--- src/rtl/issue_scoreboard.sv ---
`default_nettype none
// ============================================================================
// Module   : issue_scoreboard
// Purpose  : In-order issue scoreboard. Tracks every architectural register
//            with an outstanding write and books the single ARF write port
//            cycle by cycle through a result shift register. Produces the
//            Issue/Decode hold and tells the writeback mux who owns the port.
// Ports    : clock, reset (async, active-low)
//            iss_sb_*      - instruction presented at Issue this cycle
//            flush         - synchronous clear of all tracking state
//            sb_iss_stall  - combinational hold (RAW / WAW / port conflict)
//            sb_iss_issue  - combinational, valid & ~stall
//            sb_wb_*       - ARF write owner this cycle (slot 0)
//            sb_pending    - registered per-register busy vector (bit 0 = 0)
// Revision : 1.0 - initial release
// ============================================================================
module issue_scoreboard #(
  parameter int DEPTH   = 8,
  parameter int ALU_LAT = 1,
  parameter int MEM_LAT = 3,
  parameter int MUL_LAT = 5
) (
  input  logic        clock,
  input  logic        reset,
  input  logic        iss_sb_valid,
  input  logic [4:0]  iss_sb_addra,
  input  logic [4:0]  iss_sb_addrb,
  input  logic        iss_sb_usea,
  input  logic        iss_sb_useb,
  input  logic        iss_sb_writereg,
  input  logic [4:0]  iss_sb_regdest,
  input  logic [1:0]  iss_sb_fu,
  input  logic        flush,
  output logic        sb_iss_stall,
  output logic        sb_iss_issue,
  output logic        sb_wb_valid,
  output logic [4:0]  sb_wb_regdest,
  output logic [1:0]  sb_wb_fu,
  output logic [31:0] sb_pending
);

  localparam logic [1:0] FU_ALU = 2'b00;
  localparam logic [1:0] FU_MEM = 2'b01;
  localparam logic [1:0] FU_MUL = 2'b10;
  localparam logic [1:0] FU_NONE = 2'b11;

  // Slot k valid means the ARF write happens k cycles from now.
  logic [DEPTH-1:0]      slot_valid_q, slot_valid_d;
  logic [DEPTH-1:0][4:0] slot_reg_q,   slot_reg_d;
  logic [DEPTH-1:0][1:0] slot_fu_q,    slot_fu_d;
  logic [31:0]           pending_q,    pending_d;

  int   lat;
  logic res;
  logic raw;
  logic waw;
  logic port_busy;
  logic stall;
  logic issue;

  always_comb begin
    case (iss_sb_fu)
      FU_ALU:  lat = ALU_LAT;
      FU_MEM:  lat = MEM_LAT;
      FU_MUL:  lat = MUL_LAT;
      default: lat = DEPTH;   // no result; maps to the always-free index
    endcase
  end

  always_comb begin
    res = iss_sb_writereg & (iss_sb_regdest != 5'd0) & (iss_sb_fu != FU_NONE);
    // pending_q[0] is held at 0, so reading r0 never stalls.
    raw = (iss_sb_usea & pending_q[iss_sb_addra]) |
          (iss_sb_useb & pending_q[iss_sb_addrb]);
    waw = res & pending_q[iss_sb_regdest];
    // An index at or beyond DEPTH is treated as a free port slot.
    port_busy = 1'b0;
    for (int k = 0; k < DEPTH; k++) begin
      if (k == lat) port_busy = slot_valid_q[k];
    end
    stall = iss_sb_valid & (raw | waw | (res & port_busy));
    issue = iss_sb_valid & ~stall;
  end

  always_comb begin
    // Shift toward slot 0; the top slot refills empty.
    slot_valid_d = {1'b0, slot_valid_q[DEPTH-1:1]};
    slot_reg_d   = {5'd0, slot_reg_q[DEPTH-1:1]};
    slot_fu_d    = {2'b00, slot_fu_q[DEPTH-1:1]};
    pending_d    = pending_q;

    // Slot 0 is committing this cycle, so its register frees at the edge.
    if (slot_valid_q[0]) pending_d[slot_reg_q[0]] = 1'b0;

    // A new reservation lands after the clear so that a set wins.
    if (issue & res) begin
      pending_d[iss_sb_regdest] = 1'b1;
      for (int k = 0; k < DEPTH; k++) begin
        if (k == lat - 1) begin
          slot_valid_d[k] = 1'b1;
          slot_reg_d[k]   = iss_sb_regdest;
          slot_fu_d[k]    = iss_sb_fu;
        end
      end
    end

    if (flush) begin
      slot_valid_d = '0;
      slot_reg_d   = '0;
      slot_fu_d    = '0;
      pending_d    = '0;
    end

    pending_d[0] = 1'b0;
  end

  always_ff @(posedge clock or negedge reset) begin
    if (!reset) begin
      slot_valid_q <= '0;
      slot_reg_q   <= '0;
      slot_fu_q    <= '0;
      pending_q    <= '0;
    end else begin
      slot_valid_q <= slot_valid_d;
      slot_reg_q   <= slot_reg_d;
      slot_fu_q    <= slot_fu_d;
      pending_q    <= pending_d;
    end
  end

  assign sb_iss_stall  = stall;
  assign sb_iss_issue  = issue;
  assign sb_wb_valid   = slot_valid_q[0];
  assign sb_wb_regdest = slot_reg_q[0];
  assign sb_wb_fu      = slot_fu_q[0];
  assign sb_pending    = pending_q;

endmodule
`default_nettype wire

--- config.mk ---
export PLATFORM = sky130hd
export DESIGN_NAME = issue_scoreboard
export DESIGN_NICKNAME = d
export VERILOG_FILES = /design/src/rtl/issue_scoreboard.sv
export SDC_FILE = /design/constraint.sdc
export NUM_CORES = 1
export LEC_CHECK = 0
export CAP_MARGIN = 25
export CORE_MARGIN = 2
export CORE_UTILIZATION = 36
export DETAILED_ROUTE_END_ITERATION = 8
export GPL_TIMING_DRIVEN = 1
export SLEW_MARGIN = 5
export SYNTH_ARGS = -nofsm -noshare
export SYNTH_HDL_FRONTEND = slang
export SYNTH_SLANG_ARGS = --single-unit
--- constraint.sdc ---
create_clock -name clock -period 2.6 [get_ports clock]
set_input_delay 0.39 -clock clock [delete_from_list [all_inputs] [get_ports clock]]
set_output_delay 0.39 -clock clock [all_outputs]
set_load 0.005 [all_outputs]
==> results of run 1 <==
-- registers in the layout, indices dropped and copies added (netlist names) --
register and cells:
slot_reg_q 35, sb_pending 31, slot_fu_q 11, slot_valid_q 6, sb_wb_regdest 5, sb_wb_fu 2
-- path summary, 6_finish.rpt --
kind	from	endpoint	slack, ns
min reg2reg	slot_reg_q[33]$_DFF_PN0_	slot_reg_q[28]$_DFF_PN0_	0.46
max in group asynchronous	reset	sb_pending[9]$_DFF_PN0_	1.83
max reg2reg	sb_pending[9]$_DFF_PN0_	sb_pending[12]$_DFF_PN0_	-0.06
max	sb_pending[9]$_DFF_PN0_	sb_iss_stall	-0.23
min	reset	slot_fu_q[15]$_DFF_PN0_	0.05
min in group clock	slot_reg_q[33]$_DFF_PN0_	slot_reg_q[28]$_DFF_PN0_	0.46
-- final cells by class --
| type | count | share of cell area |
|---|---|---|
| Multi-Input combinational cell | 272 | 0.376 |
| Sequential cell | 90 | 0.332 |
| Timing Repair Buffer | 159 | 0.210 |
| Clock buffer | 9 | 0.0332 |
| Tap cell | 172 | 0.0317 |
| Clock inverter | 7 | 0.0142 |
| Inverter | 5 | 0.00277 |
-- stage by stage --
step	TNS (ns)	utilization	power [mW]
after floorplan	0	-	1.62
after global placement	-31.91	0.477	1.78
after detailed placement	-33.29	0.477	1.79
after CTS	-3.06	0.532	3.22
after global routing	-1.92	0.535	3.31
final	-0.632	0.535	3.21
-- power groups by stage --
stage          Combinational, mW  Sequential [mW]  Clock [mW]
2_1_floorplan              0.158             1.46           0
3_3_place_gp               0.320             1.46           0
3_5_place_dp               0.323             1.46           0
4_1_cts                    0.368             1.44        1.41
5_1_grt                    0.399             1.44        1.47
6_report                   0.372             1.44        1.40
-- layer usage --
layer  GRT usage  share of wire  vias to the layer above
met5           0              0                        -
met1       0.284           0.44                     1936
li1            -              -                     1740
met3      0.0381          0.051                       25
met4      0.0595          0.023                        0
met2       0.344           0.49                      145
-- cell families after synthesis --
group | after synthesis | synth area share
muxes | 43 | 0.149
buffers and inverters | 40 | 0.0466
AOI/OAI and AO/OA | 67 | 0.142
and+or+nand+nor | 155 | 0.183
DFF | 90 | 0.479
other | 1 | 0.000798
-- synthesized netlist by cell type (2+ instances only) --
| cell | number |
|---|---|
| and2_1 | 2 |
| nor2_1 | 8 |
| nor3b_1 | 4 |
| a21oi_1 | 2 |
| mux2i_1 | 18 |
| inv_1 | 3 |
| o41ai_2 | 11 |
| nand3_1 | 21 |
| nor2b_1 | 40 |
| o31ai_1 | 17 |
| and3_1 | 8 |
| nand3b_1 | 5 |
| nand2_1 | 47 |
| nand4_2 | 2 |
| and4_1 | 5 |
| buf_4 | 9 |
| or3_1 | 2 |
| mux4_2 | 21 |
| dfrtp_1 | 90 |
| o21a_1 | 5 |
| nand4_1 | 2 |
| mux2_2 | 4 |
| buf_6 | 4 |
| clkbuf_1 | 18 |
| o211ai_1 | 16 |
| o41ai_1 | 3 |
| clkinv_1 | 2 |
| buf_2 | 4 |
| nor3_1 | 3 |
-- worst register-to-register path: stages (launching register included) --
cell	delay, ns
dfrtp_2	0.45
mux4_2	0.47
mux4_2	0.50
nor2_1	0.11
a311o_2	0.14
buf_4	0.15
nand3_4	0.19
buf_12	0.23
o41ai_4	0.32
-- repair_timing --
action | 4_1_cts | 5_1_grt
resized for setup | 70 | 13
pin swaps | 30 | 5
endpoints found under the setup margin | 57 | 51
gates cloned | 2 | 0
buffers inserted | 10 | 0
endpoints found under the hold margin | 0 | 0
hold buffers | 0 | 0
==> impl_metrics.env, run 1 <==
export IMPL_antenna_cells=0
export IMPL_grt_overflow=0
export IMPL_power_share_clock=0.436
export IMPL_finalClockSkew_ns=0.00974
export IMPL_postRouteAntennaNets=0
export IMPL_drt_vias_per_instance=5.39
export IMPL_cp_top_family="multiplexers"
export IMPL_start_kind="flop"
export IMPL_ios=66
export IMPL_core_um2=12700
export IMPL_finish_instance_area_um2=6790
export IMPL_synth_largest_type_area_fraction=0.479
export IMPL_layout_min_cycle_time_ns=2.83
export IMPL_drtPass1Iterations=4
export IMPL_drt_initial_drc_count=260
export IMPL_crit_path_max_incr_delay_ns=0.50
export IMPL_antenna_found_initial=0
export IMPL_synth_cell_types=49
export IMPL_dp_cells=690
export IMPL_worst_slew_pin_slew_ns=0.710
export IMPL_die_x_um=118
export IMPL_combinationalPowerShare=0.116
export IMPL_hold_path_class="input pin to async pin"
export IMPL_arrival_ns=2.44
export IMPL_reg2regPathDepth=8
export IMPL_post_place_ws_ns=-0.983
export IMPL_ys_ff_latch=90
export IMPL_place_area_um2=6040
export IMPL_dieArea_um2=14000
export IMPL_worst_skew_pair_late_latency_ns=0.35
export IMPL_fmax_mhz=353
export IMPL_route_vias_total=3846
export IMPL_drive_above_1_share=0.356
export IMPL_final_seq_area_um2=2260
export IMPL_seqPwrFrac=0.448
export IMPL_ys_warn_count=0
export IMPL_yosysSeqAreaShare=0.479
export IMPL_finalSetupViolations=7
export IMPL_path_cells="mux4_2 -> mux4_2 -> nor2_1 -> a311o_2 -> and3_4 -> buf_6 -> nor2b_1 -> buf_2"
export IMPL_syn_to_final_growth_pct=44.3
export IMPL_multiInputGateArea_um2=2550
export IMPL_internal_power_mw=2.36
export IMPL_fin_ws_ns=-0.233
export IMPL_path_common_cell="mux4_2"
export IMPL_whs_ns=0.0472
export IMPL_io_buffers=64
export IMPL_swShare=0.264
export IMPL_clkTransAtPathRegs_ns=0.07
export IMPL_netlist_area_um2=4700
export IMPL_drc_errors=0
export IMPL_cp_max_fo=5
export IMPL_grt_usage=0.209
export IMPL_p_switching_uw=846
export IMPL_min_period_over_period=1.09
export IMPL_finalMaxSlewViolations=0
export IMPL_synthTopCellsByArea="dfrtp_1 (48%), mux4_2 (10%), nor2b_1 (5.3%)"
export IMPL_postSynthAreaPerCell_um2=11.9
export IMPL_synthCells=396
export IMPL_mostFrequentLayoutCells="dfrtp_1 (87), buf_4 (83), clkdlybuf4s50_1 (53), nand2_1 (47), nor2b_1 (40)"
export IMPL_required_ns=2.21
export IMPL_chipHeight_um=118
export IMPL_hold_viol_final=0
export IMPL_fill_cells=1076
export IMPL_rows=41
export IMPL_cts_made_buffers=9
export IMPL_critPathBufInv=2
export IMPL_cap_violations=0
export IMPL_powerDensity_nw_per_um2=473
export IMPL_cts_root_buffer="clkbuf_16"
export IMPL_violations="negative setup slack"
export IMPL_async_flop_share=1.00
export IMPL_path_depth=8
export IMPL_nNetsFinal=561
export IMPL_grt_pass1_wl_mm=23.1
export IMPL_synth_edf_count=0
export IMPL_clock_sinks=90
export IMPL_final_common_cell="dfrtp_1"
export IMPL_cts_tree="yes"
export IMPL_status="complete, but fails checks"
export IMPL_gp_congestion=0.916
export IMPL_h_tree_depth=3
export IMPL_dp_hpwl_mm=10.3
export IMPL_synth_ff_type="dfrtp_1"
export IMPL_end_kind="output port"
export IMPL_layout_cells_non_filler=714
export IMPL_leakage_nw=3.08
export IMPL_start_util=0.371
export IMPL_synth_area_leader_cell="dfrtp_1"
export IMPL_clk_path_buf_depth=2
export IMPL_drt_wl_total_mm=14.2
export IMPL_crit_path_top_delay_cell="mux4_2"
export IMPL_slew_limit_headroom=0.526
export IMPL_grt_max_degree=61
export IMPL_rsz0062_at_grt="yes"
export IMPL_ir_worst_vdd_mv=0.346
export IMPL_wl_per_cell_um=20.0
export IMPL_path_class="flop to output port"
export IMPL_grt_pass1_vias=3977
(Power assumes the default switching activity.)
==> run 2: changes to the inputs <==
SETUP_SLACK_MARGIN = 0.05   (was default)
TNS_END_PERCENT = 50   (was default)
==> impl_metrics.env, run 2 (synthesis gave the netlist of run 1 again) <==
export IMPL_postRouteAntennaNets=0
export IMPL_grt_max_degree=61
export IMPL_fin_util=0.543
export IMPL_drt_wl_total_mm=14.9
export IMPL_drt_initial_drc_count=294
export IMPL_largest_register_ffs=35
export IMPL_worst_skew_pair_late_latency_ns=0.36
export IMPL_core_um2=12700
export IMPL_layout_min_cycle_time_ns=2.85
export IMPL_critPathBufInv=1
export IMPL_grt_pass1_vias=4105
export IMPL_worst_slew_pin_slew_ns=0.828
export IMPL_layout_cells_non_filler=708
export IMPL_end_kind="output port"
export IMPL_rsz0062_at_grt="yes"
export IMPL_slew_limit_headroom=0.446
export IMPL_dp_cells=680
export IMPL_io_buffers=64
export IMPL_cts_tree="yes"
export IMPL_start_kind="flop"
export IMPL_final_common_cell="dfrtp_1"
export IMPL_path_common_cell="mux4_2"
export IMPL_grt_pass1_wl_mm=23.5
export IMPL_wl_per_cell_um=21.0
export IMPL_h_tree_depth=3
export IMPL_drt_vias_per_instance=5.61
export IMPL_cp_max_fo=4
export IMPL_start_util=0.371
export IMPL_route_vias_total=3971
export IMPL_fmax_mhz=351
export IMPL_finalSetupTns_ns=-4.64
export IMPL_die_x_um=118
export IMPL_rows=41
export IMPL_antenna_found_initial=0
export IMPL_nNetsFinal=555
export IMPL_cap_violations=0
export IMPL_regMostFlops="slot_reg_q"
export IMPL_crit_path_max_incr_delay_ns=0.53
export IMPL_mostFrequentLayoutCells="dfrtp_1 (86), buf_4 (73), clkdlybuf4s50_1 (54), nand2_1 (47), nor2b_1 (40)"
export IMPL_dieArea_um2=14000
export IMPL_hold_viol_final=0
export IMPL_arrival_ns=2.46
export IMPL_fin_ws_ns=-0.247
export IMPL_drtPass1Iterations=4
export IMPL_cp_top_family="multiplexers"
export IMPL_dp_hpwl_mm=10.3
export IMPL_finalSetupViolations=44
export IMPL_syn_to_final_growth_pct=46.3
export IMPL_min_period_over_period=1.09
export IMPL_hold_path_class="input pin to async pin"
export IMPL_whs_ns=0.0294
export IMPL_antenna_cells=0
export IMPL_cts_root_buffer="clkbuf_16"
export IMPL_cts_made_buffers=9
export IMPL_required_ns=2.21
export IMPL_chipHeight_um=118
export IMPL_leakage_nw=3.11
export IMPL_grt_overflow=0
export IMPL_grt_usage=0.221
export IMPL_crit_path_top_delay_cell="mux4_2"
export IMPL_status="complete, but fails checks"
export IMPL_gp_congestion=0.985
export IMPL_drc_errors=0
export IMPL_finalMaxSlewViolations=0
export IMPL_violations="negative setup slack"
export IMPL_path_class="flop to output port"
export IMPL_ir_worst_vdd_mv=0.368
export IMPL_path_cells="mux4_2 -> mux4_2 -> nor2_2 -> a311o_2 -> and3_4 -> and2_4 -> buf_6"
export IMPL_drive_above_1_share=0.345
export IMPL_powerDensity_nw_per_um2=470
export IMPL_clock_sinks=90
export IMPL_finalClockSkew_ns=0.0114
export IMPL_ios=66
export IMPL_clkTransAtPathRegs_ns=0.07
export IMPL_clk_path_buf_depth=2
[run 2: final timing paths]
path	start	end	slack, ns	depth (start not counted)
worst min-delay path	reset	slot_fu_q[15]$_DFF_PN0_	0.03	1
min in group clock	slot_fu_q[8]$_DFF_PN0_	slot_fu_q[6]$_DFF_PN0_	0.46	1
worst min register to register	slot_fu_q[8]$_DFF_PN0_	slot_fu_q[6]$_DFF_PN0_	0.46	1
max in group asynchronous	reset	sb_pending[11]$_DFF_PN0_	1.88	2
worst max-delay path	sb_pending[8]$_DFF_PN0_	sb_iss_issue	-0.25	7
worst max register to register	sb_pending[8]$_DFF_PN0_	sb_pending[12]$_DFF_PN0_	-0.19	10
[run 2: where the power goes]
part | leakage, nW | internal [mW] | total [mW] | switching [mW]
Combinational | 1.74 | 0.168 | 0.395 | 0.227
Clock | 0.155 | 0.777 | 1.40 | 0.622
Sequential | 1.22 | 1.43 | 1.44 | 0.0119
Total | 3.11 | 2.37 | 3.23 | 0.861
[run 2: stage by stage]
step	power [mW]	worst slack, ns	cell area (um2)
2_1_floorplan	1.62	0.0927	4730
3_3_place_gp	1.78	-0.877	5980
3_5_place_dp	1.79	-0.913	5980
4_1_cts	3.24	-0.299	6680
5_1_grt	3.36	-0.303	6880
6_report	3.23	-0.247	6880
[run 2: area by class of cell]
cell class	instances	area [um2]
Clock buffer	9	225
Fill cell	1055	5790
Sequential cell	90	2260
Inverter	5	18.8
Multi-Input combinational cell	272	2640
Clock inverter	7	96.3
Tap cell	172	215
Timing Repair Buffer	153	1420
[run 2: repair_timing]
action	4_1_cts	5_1_grt
cloned	4	0
resized for setup	66	26
pin swaps	16	13
hold buffers	0	0
endpoints found under the setup margin	57	57
buffers inserted	8	2
[run 2: per-layer routing]
layer / vias up / global-route usage / part of all wire / wire (um)
met5: - / 0 / 0 / 0
met4: 0 / 0.110 / 0.032 / 477
met3: 37 / 0.0584 / 0.072 / 1070
met2: 182 / 0.341 / 0.48 / 7160
met1: 2006 / 0.286 / 0.41 / 6170
li1: 1746 / - / - / -
